--- config.mk ---
export PLATFORM = sky130hd
export DESIGN_NAME = skip_subtractor32_pipe_flat
export DESIGN_NICKNAME = d
export VERILOG_FILES = /design/src/rtl/skip_subtractor32_pipe_if.sv /design/src/rtl/skip_subtractor32_pipe.sv /design/src/flat_wrapper.sv
export SDC_FILE = /design/constraint.sdc
export NUM_CORES = 1
export LEC_CHECK = 0
export ABC_AREA = 1
export BUFFER_PORTS_ARGS = -buffer_cell sky130_fd_sc_hd__buf_2
export CORE_UTILIZATION = 40
export CTS_CLUSTER_DIAMETER = 100
export DETAILED_ROUTE_END_ITERATION = 6
export HOLD_SLACK_MARGIN = 0.08
export PLACE_DENSITY = 0.63
export SYNTH_ARGS = -nofsm -noshare
export SYNTH_HDL_FRONTEND = slang
export SYNTH_SLANG_ARGS = --single-unit
--- constraint.sdc ---
create_clock -name clk -period 10.62 [get_ports clk]
set_clock_uncertainty 0.05 [all_clocks]
set_input_delay 1.593 -clock clk [delete_from_list [all_inputs] [get_ports clk]]
set_output_delay 1.593 -clock clk [all_outputs]
set_load 0.05 [all_outputs]
--- src/rtl/skip_subtractor32_pipe_if.sv ---
// Valid/ready operand and result bundle for the pipelined 32-bit borrow-skip subtractor.
interface skip_subtractor32_pipe_if;
  logic        in_valid;
  logic        in_ready;
  logic [31:0] a;
  logic [31:0] b;
  logic        bi;
  logic        out_valid;
  logic        out_ready;
  logic [31:0] d;
  logic        bo;
  logic        ovf;

  modport master (
    output in_valid, a, b, bi, out_ready,
    input  in_ready, out_valid, d, bo, ovf
  );

  modport slave (
    input  in_valid, a, b, bi, out_ready,
    output in_ready, out_valid, d, bo, ovf
  );
endinterface

--- src/rtl/skip_subtractor32_pipe.sv ---
// Four-stage 32-bit borrow-skip subtractor: each stage resolves one byte (two 4-bit skip groups)
// and forwards the remaining operand bytes, the finished difference bytes and the borrow.
module skip_subtractor32_pipe (
  input logic                      clk,
  input logic                      rst_n,
  skip_subtractor32_pipe_if.slave  bus
);

  // Returns {borrow_out, diff[7:0]}; a group whose bits all propagate passes its borrow-in.
  function automatic logic [8:0] sub8(input logic [7:0] x, input logic [7:0] y,
                                      input logic br_in);
    logic [7:0] df;
    logic [3:0] p;
    logic       br;
    logic       gin;
    br = br_in;
    df = '0;
    for (int g = 0; g < 2; g++) begin
      gin = br;
      p   = ~(x[4*g +: 4] ^ y[4*g +: 4]);
      for (int i = 0; i < 4; i++) begin
        df[4*g+i] = x[4*g+i] ^ y[4*g+i] ^ br;
        br        = (~x[4*g+i] & y[4*g+i]) | (~(x[4*g+i] ^ y[4*g+i]) & br);
      end
      if (&p) br = gin;
    end
    return {br, df};
  endfunction

  logic        v0_q, v1_q, v2_q, v3_q;
  logic        acc0, acc1, acc2, acc3;
  logic        xfer;

  logic [23:0] a_rem0_q, b_rem0_q;
  logic [7:0]  d0_q;
  logic        br0_q;
  logic [15:0] a_rem1_q, b_rem1_q;
  logic [15:0] d1_q;
  logic        br1_q;
  logic [7:0]  a_rem2_q, b_rem2_q;
  logic [23:0] d2_q;
  logic        br2_q;
  logic [31:0] d3_q;
  logic        bo3_q;
  logic        ovf3_q;

  logic [8:0]  s0_res, s1_res, s2_res, s3_res;
  logic        ovf3_d;

  assign acc3 = !v3_q || bus.out_ready;
  assign acc2 = !v2_q || acc3;
  assign acc1 = !v1_q || acc2;
  assign acc0 = !v0_q || acc1;
  assign xfer = bus.in_valid && acc0;

  assign s0_res = sub8(bus.a[7:0], bus.b[7:0], bus.bi);
  assign s1_res = sub8(a_rem0_q[7:0], b_rem0_q[7:0], br0_q);
  assign s2_res = sub8(a_rem1_q[7:0], b_rem1_q[7:0], br1_q);
  assign s3_res = sub8(a_rem2_q, b_rem2_q, br2_q);
  // a_rem2_q[7]/b_rem2_q[7] are the original operand sign bits.
  assign ovf3_d = (a_rem2_q[7] != b_rem2_q[7]) && (s3_res[7] != a_rem2_q[7]);

  // Data loads only with a valid op so the outputs stay 0 until the first result lands.
  always_ff @(posedge clk or negedge rst_n) begin
    if (!rst_n) begin
      v0_q     <= 1'b0;
      v1_q     <= 1'b0;
      v2_q     <= 1'b0;
      v3_q     <= 1'b0;
      a_rem0_q <= '0;
      b_rem0_q <= '0;
      d0_q     <= '0;
      br0_q    <= 1'b0;
      a_rem1_q <= '0;
      b_rem1_q <= '0;
      d1_q     <= '0;
      br1_q    <= 1'b0;
      a_rem2_q <= '0;
      b_rem2_q <= '0;
      d2_q     <= '0;
      br2_q    <= 1'b0;
      d3_q     <= '0;
      bo3_q    <= 1'b0;
      ovf3_q   <= 1'b0;
    end else begin
      if (acc0) v0_q <= xfer;
      if (xfer) begin
        a_rem0_q <= bus.a[31:8];
        b_rem0_q <= bus.b[31:8];
        d0_q     <= s0_res[7:0];
        br0_q    <= s0_res[8];
      end
      if (acc1) v1_q <= v0_q;
      if (acc1 && v0_q) begin
        a_rem1_q <= a_rem0_q[23:8];
        b_rem1_q <= b_rem0_q[23:8];
        d1_q     <= {s1_res[7:0], d0_q};
        br1_q    <= s1_res[8];
      end
      if (acc2) v2_q <= v1_q;
      if (acc2 && v1_q) begin
        a_rem2_q <= a_rem1_q[15:8];
        b_rem2_q <= b_rem1_q[15:8];
        d2_q     <= {s2_res[7:0], d1_q};
        br2_q    <= s2_res[8];
      end
      if (acc3) v3_q <= v2_q;
      if (acc3 && v2_q) begin
        d3_q   <= {s3_res[7:0], d2_q};
        bo3_q  <= s3_res[8];
        ovf3_q <= ovf3_d;
      end
    end
  end

  assign bus.in_ready  = acc0;
  assign bus.out_valid = v3_q;
  assign bus.d         = d3_q;
  assign bus.bo        = bo3_q;
  assign bus.ovf       = ovf3_q;

endmodule

--- src/flat_wrapper.sv ---
// flat-port wrapper written by rule: the top's interface ports become plain ports
module skip_subtractor32_pipe_flat 
  (clk, rst_n, bus_in_valid, bus_a, bus_b, bus_bi, bus_out_ready, bus_in_ready, bus_out_valid, bus_d, bus_bo, bus_ovf);
  skip_subtractor32_pipe_if bus_i ();
  input logic clk;
  input logic rst_n;
  input wire logic [$bits(bus_i.in_valid)-1:0] bus_in_valid;
  input wire logic [$bits(bus_i.a)-1:0] bus_a;
  input wire logic [$bits(bus_i.b)-1:0] bus_b;
  input wire logic [$bits(bus_i.bi)-1:0] bus_bi;
  input wire logic [$bits(bus_i.out_ready)-1:0] bus_out_ready;
  output wire logic [$bits(bus_i.in_ready)-1:0] bus_in_ready;
  output wire logic [$bits(bus_i.out_valid)-1:0] bus_out_valid;
  output wire logic [$bits(bus_i.d)-1:0] bus_d;
  output wire logic [$bits(bus_i.bo)-1:0] bus_bo;
  output wire logic [$bits(bus_i.ovf)-1:0] bus_ovf;
  assign bus_i.in_valid = bus_in_valid;
  assign bus_i.a = bus_a;
  assign bus_i.b = bus_b;
  assign bus_i.bi = bus_bi;
  assign bus_i.out_ready = bus_out_ready;
  assign bus_in_ready = bus_i.in_ready;
  assign bus_out_valid = bus_i.out_valid;
  assign bus_d = bus_i.d;
  assign bus_bo = bus_i.bo;
  assign bus_ovf = bus_i.ovf;
  skip_subtractor32_pipe u_core (.clk(clk), .rst_n(rst_n), .bus(bus_i));
endmodule
==> results of run 1 <==
## per-layer routing
layer	vias to the layer above	part of all wire (%)	GRT usage (%)
met5	-	0	0
met4	0	1.3	5.42
met3	16	3.3	3.35
met2	85	43	23.5
met1	2525	53	23.8
li1	2838	-	-
## metrics by stage
step / utilization, % / hold WS (ps) / total power (µW) / area (µm²) / setup WS [ps]
global route: 47.0 / 437 / 2620 / 9520 / 5520
CTS: 47.0 / 415 / 2460 / 9520 / 5730
global placement: 44.3 / 400 / 1840 / 8970 / 5330
finish: 47.0 / 415 / 2430 / 9520 / 5720
detailed placement: 44.3 / 401 / 1870 / 8970 / 5290
floorplan: - / 392 / 1640 / 8270 / 5610
## worst max-delay path, delay by kind of cell
kind / cells / cell delay, ps
AOI/OAI and AO/OA: 2 / 180
adders and majority gates: 8 / 2860
buffers and inverters: 4 / 300
and+or+nand+nor: 2 / 180
## area by class of cell
type                    count  area (µm²)  area share, %
multi-input cells         549        3070           32.3
well taps                 270         338           3.55
repair buffers            110         572           6.01
inverters                  96         360           3.79
clock inverters             9        66.3          0.697
flip-flops and latches    185        4630           48.6
clock buffers              21         480           5.05
## flip-flops by register name, indices dropped and copies added, names as in the netlist, 16 cells and up
register	count
u_core.bus.d	32
u_core.a_rem0_q	24
u_core.b_rem0_q	24
u_core.d2_q	24
u_core.a_rem1_q	16
u_core.b_rem1_q	16
u_core.d1_q	16
## kinds of logic after synthesis
group	synth area share, %
AO/OA/AOI/OAI	7.93
adder cells (fa/ha/maj)	12.6
buffers and inverters	6.94
flip-flops	56.0
AND/OR/NAND/NOR	16.6
## worst paths after layout
path,from,to,slack [ps],depth (start not counted)
worst min register to register,u_core.d1_q[6],u_core.d2_q[6],420,2
worst min-delay path,u_core.d1_q[6],u_core.d2_q[6],420,2
worst max register to register,u_core.br2_q,u_core.bus.ovf,6040,17
max in group asynchronous,rst_n,u_core.b_rem0_q[20],8140,2
min in group asynchronous,rst_n,u_core.bus.d[24],1110,1
worst max-delay path,bus_bi,u_core.d0_q[7],5720,16
## power by group through the flow
stage / combinational, µW / sequential, µW / clock, µW
2_1_floorplan: 414 / 1220 / 0
3_3_place_gp: 799 / 1040 / 0
3_5_place_dp: 819 / 1050 / 0
4_1_cts: 823 / 1040 / 603
5_1_grt: 924 / 1060 / 633
6_report: 805 / 1030 / 587
## cells in the mapped netlist
master,number,area (µm²)
nor2_2,1,6.26
buf_4,7,52.6
o21ai_0,115,576
fa_1,32,641
dfrtp_1,185,4630
nand4_1,1,6.26
nand2_2,2,12.5
nand2_1,335,1260
nor2_1,9,33.8
ha_1,32,400
buf_2,12,60.1
clkbuf_1,9,33.8
a21oi_1,1,5.00
o21ai_1,8,40.0
buf_6,6,67.6
o21ai_2,4,35.0
nand4_2,1,12.5
inv_1,93,349
inv_2,3,11.3
nand3_1,8,40.0
==> results.py, run 1 <==
metrics = {
    "layout": {
        "fillers": 1935,
        "area_growth_syn_to_layout_pct": 15.1,
        "mostFrequentLayoutCells": "nand2_1 (335), dfrtp_1 (185), o21ai_0 (115)",
        "final_common_cell": "nand2_1",
        "nets": 1092,
        "diodes": 0,
        "layout-drive-gt1-share_pct": 15.6,
        "stdcell_count": 1240,
    },
    "clock_tree": {
        "cts_max_level": 4,
        "cts_made_buffers": 17,
        "cts_tree": "done",
        "postCtsSetupBuffers": 0,
        "clk_pin_slew_ps": 70,
        "clkSinkCount": 185,
        "insertion_delay_ps": 420,
        "cts_buffer_depth": 2,
        "ctsHoldBuffers": 0,
        "ctsRootBufferMaster": "clkbuf_16",
        "cts_resized": 0,
    },
    "detailed_routing": {
        "wirelength_mm": 15.9,
        "first_pass_iters": 4,
        "ant_nets": 0,
        "remaining_drc_errors": 0,
        "routedWlPerCell_um": 12.8,
        "vias": 5464,
        "vias_per_cell": 4.41,
        "drt-initial-drc-count": 259,
    },
    "grt": {
        "grt.overflow.total": 0,
        "grt_usage_pct": 16.1,
        "grt_antenna_before_repair": 0,
        "grt_pass1_vias": 5370,
        "grt_pass1_wl_mm": 27.2,
        "grt_max_degree": 96,
    },
    "logic_synthesis": {
        "ys_seq_area_share_pct": 56.0,
        "yosys_register_bits": 185,
        "synth_warnings": 0,
        "avgSynthCellArea_um2": 9.57,
        "syn-num-nets": 997,
        "synthesis.area_mm2": 0.00827,
        "synth.distinct_cells": 20,
        "synthCells": 864,
    },
    "sta": {
        "fmax_ghz": 0.204,
        "fin_setup_tns_ps": 0,
        "slew_viol_final": 0,
        "timing.slew.headroom_pct": 43.5,
        "tightest_slew_ps": 848,
        "hold_viol_final": 0,
        "min_period_ps": 4900,
        "rsz0062_at_grt": "no",
        "setup_viol": 0,
        "fin_crit_sh_pct": 46.1,
    },
    "power_and_ir_drop": {
        "ir_worst_vdd_v": 0.000131,
        "power.share.combinational_pct": 33.2,
        "powerDensity_mw_per_mm2": 255,
        "p_clk_share_pct": 24.2,
        "switching_power_uw": 950,
        "seq_power_share_pct": 42.6,
        "p_leak_uw": 0.00498,
        "swShare_pct": 39.2,
        "p_int_uw": 1480,
    },
    "floorplanning": {
        "dieArea_mm2": 0.0213,
        "io_pins": 105,
        "core_area_mm2": 0.0202,
        "initial_utilization_pct": 40.9,
        "rows": 52,
        "die_h_um": 146,
        "die_w_um": 146,
    },
    "critical_path": {
        "critPathSlowestCell": "fa_1",
        "crit_path_start_kind": "input pin",
        "cp-end-kind": "flop",
        "slowest_delay_ps": 400,
        "crit_path_max_fanout": 2,
        "critPathRequiredTime_ps": 10840,
        "path_cells": "buf_2 -> inv_1 -> fa_1 -> inv_1 -> fa_1 -> fa_1 -> fa_1 -> o21ai_0 -> nand2_1 -> fa_1 -> fa_1 -> fa_1 -> inv_1 -> fa_1 -> nand2_1 -> o21ai_0",
        "worstSetupPathType": "in -> reg",
        "cp.arrival_ps": 5120,
        "crit_top_cell": "fa_1",
    },
    "run_status": {
        "status": "finished clean",
    },
    "place": {
        "gp_congestion": 0.822,
        "dp_hpwl_mm": 10.9,
        "place_inst": 1210,
        "port_buffers": 104,
    },
    "job": {
        "maxCapViolations": 0,
    },
    "hold_path": {
        "hold_class": "reg -> reg",
    },
}
(Power assumes the default switching activity.)
==> run 2: changes to the inputs <==
--- a/config.mk
+++ b/config.mk
@@ -11,7 +11,7 @@
 export CTS_CLUSTER_DIAMETER = 100
 export DETAILED_ROUTE_END_ITERATION = 6
 export HOLD_SLACK_MARGIN = 0.08
-export PLACE_DENSITY = 0.63
+export PLACE_DENSITY = 0.65
 export SYNTH_ARGS = -nofsm -noshare
 export SYNTH_HDL_FRONTEND = slang
 export SYNTH_SLANG_ARGS = --single-unit
==> constraint.sdc (replaced) <==
create_clock -name clk -period 4.3 [get_ports clk]
set_clock_uncertainty 0.05 [all_clocks]
set_input_delay 0.645 -clock clk [delete_from_list [all_inputs] [get_ports clk]]
set_output_delay 0.645 -clock clk [all_outputs]
set_load 0.05 [all_outputs]
==> results.py, run 2 (synthesized netlist as in run 1, its figures left out) <==
metrics = {
    "run_status": {
        "status": "finished clean",
    },
    "hold_path": {
        "hold_class": "in -> async",
    },
    "critical_path": {
        "crit_path_max_fanout": 2,
        "worstSetupPathType": "reg -> reg",
        "path_delay_family": "adder cells",
        "crit_path_start_kind": "flop",
        "critPathBufInv": 3,
        "slowest_delay_ps": 450,
        "path_cells": "inv_2 -> fa_1 -> inv_1 -> fa_2 -> fa_2 -> fa_1 -> o21ai_2 -> nand2_1 -> fa_2 -> fa_2 -> fa_1 -> inv_1 -> fa_1 -> nand2_1 -> o21ai_0",
        "reg2reg_depth": 15,
        "critPathSlowestCell": "fa_1",
        "cp-end-kind": "flop",
        "cp_num_cells": 15,
        "critPathRequiredTime_ps": 4550,
        "cp.arrival_ps": 4380,
    },
    "grt": {
        "grt_usage_pct": 16.5,
        "grt_antenna_before_repair": 1,
        "grt_max_degree": 113,
        "grt.overflow.total": 0,
        "grt_pass1_vias": 5495,
        "grt_pass1_wl_mm": 27.6,
    },
    "detailed_routing": {
        "first_pass_iters": 4,
        "wirelength_mm": 16.3,
        "routedWlPerCell_um": 13.0,
        "vias": 5490,
        "vias_per_cell": 4.38,
        "ant_nets": 0,
        "drt-initial-drc-count": 340,
        "remaining_drc_errors": 0,
    },
    "clock_tree": {
        "insertion_delay_ps": 430,
        "cts_buffer_depth": 2,
        "cts_max_level": 4,
        "cts_tree": "done",
        "ctsRootBufferMaster": "clkbuf_16",
        "ctsHoldBuffers": 0,
        "cts_made_buffers": 17,
        "clkSinkCount": 185,
        "clk_pin_slew_ps": 70,
    },
    "sta": {
        "setup_viol": 0,
        "min_period_ps": 4130,
        "timing.slew.headroom_pct": 38.0,
        "fin_crit_sh_pct": 96.0,
        "hold_viol_final": 0,
        "tightest_slew_ps": 927,
        "fin_setup_tns_ps": 0,
        "slew_viol_final": 0,
        "fmax_ghz": 0.242,
    },
    "place": {
        "dp_hpwl_mm": 11.0,
        "gp_congestion": 0.820,
        "port_buffers": 104,
        "placed_area_mm2": 0.00907,
    },
    "layout": {
        "area_growth_syn_to_layout_pct": 18.2,
        "fillers": 1856,
        "mostFrequentLayoutCells": "nand2_1 (334), dfrtp_1 (185), o21ai_0 (112)",
        "diodes": 0,
        "nets": 1105,
        "post-route-cell-area_mm2": 0.00977,
        "largest_reg_flops": 32,
        "final_common_cell": "nand2_1",
        "layout-drive-gt1-share_pct": 18.8,
    },
    "floorplanning": {
        "dieArea_mm2": 0.0213,
        "die_w_um": 146,
        "die_h_um": 146,
        "io_pins": 105,
        "rows": 52,
        "initial_utilization_pct": 40.9,
        "core_area_mm2": 0.0202,
    },
    "power_and_ir_drop": {
        "p_total_uw": 6390,
        "powerDensity_mw_per_mm2": 654,
        "ir_worst_vdd_v": 0.000360,
        "p_leak_uw": 0.00508,
    },
    "job": {
        "maxCapViolations": 0,
    },
}
run 2: cell types whose count changed in the layout (fill, tap and decap cells not counted), moves of 2 or more:
cell,before,now
inv_6,2,4
clkbuf_8,4,1
inv_2,3,7
o21ai_2,4,7
bufinv_16,0,5
inv_1,93,89
fa_2,0,13
buf_4,6,18
o21ai_0,115,112
fa_1,32,19
run 2: cell type report:
class / count / area, µm² / area share, %
Clock buffer: 18 / 429 / 4.39
Clock inverter: 13 / 213 / 2.18
Inverter: 96 / 360 / 3.69
Multi-Input combinational cell: 549 / 3120 / 31.9
Sequential cell: 185 / 4630 / 47.4
Tap cell: 270 / 338 / 3.46
Timing Repair Buffer: 123 / 684 / 7.00
run 2: routing by layer:
layer	track usage [%]	part of all wire (%)
met1	24.0	52
met3	3.51	3.0
met2	24.2	44
met5	0	0.074
met4	5.79	1.5
run 2: repair_timing:
item | in CTS | in global routing
hold endpoints to repair | 0 | 0
resized for setup | 10 | 12
buffers inserted | 0 | 2
pin swaps | 4 | 7
endpoints found under the setup margin | 5 | 5
run 2: worst paths after layout:
| kind | from | slack (ps) | to |
|---|---|---|---|
| hold reg to reg | u_core.d2_q[17] | 410 | u_core.bus.d[17] |
| setup reg to reg | u_core.b_rem0_q[0] | 170 | u_core.d1_q[15] |
| max in group asynchronous | rst_n | 3000 | u_core.d0_q[0] |
| min in group clk | bus_b[17] | 370 | u_core.b_rem0_q[9] |
| setup / recovery | u_core.b_rem0_q[0] | 170 | u_core.d1_q[15] |
| hold / removal | rst_n | 260 | u_core.bus.d[24] |
run 2: metrics by stage:
| step | hold slack (ps) | setup WS [ps] | cells | utilization (%) |
|---|---|---|---|---|
| 6_report | 256 | 174 | 1254 | 48.3 |
| 5_1_grt | 341 | -8.02 | 1254 | 48.3 |
| 4_1_cts | 325 | 0.313 | 1252 | 48.1 |
| 3_5_place_dp | 401 | -185 | 1221 | 44.8 |
| 3_3_place_gp | 401 | -91.6 | 1221 | 44.8 |
| 2_1_floorplan | 299 | 37.1 | 864 | - |
run 2: where the power goes:
group          internal, µW  total [µW]  switching, µW  leakage (µW)
Sequential             2260        2550            295       0.00230
Combinational           671        2130           1460       0.00248
Clock                  1030        1710            673      0.000304
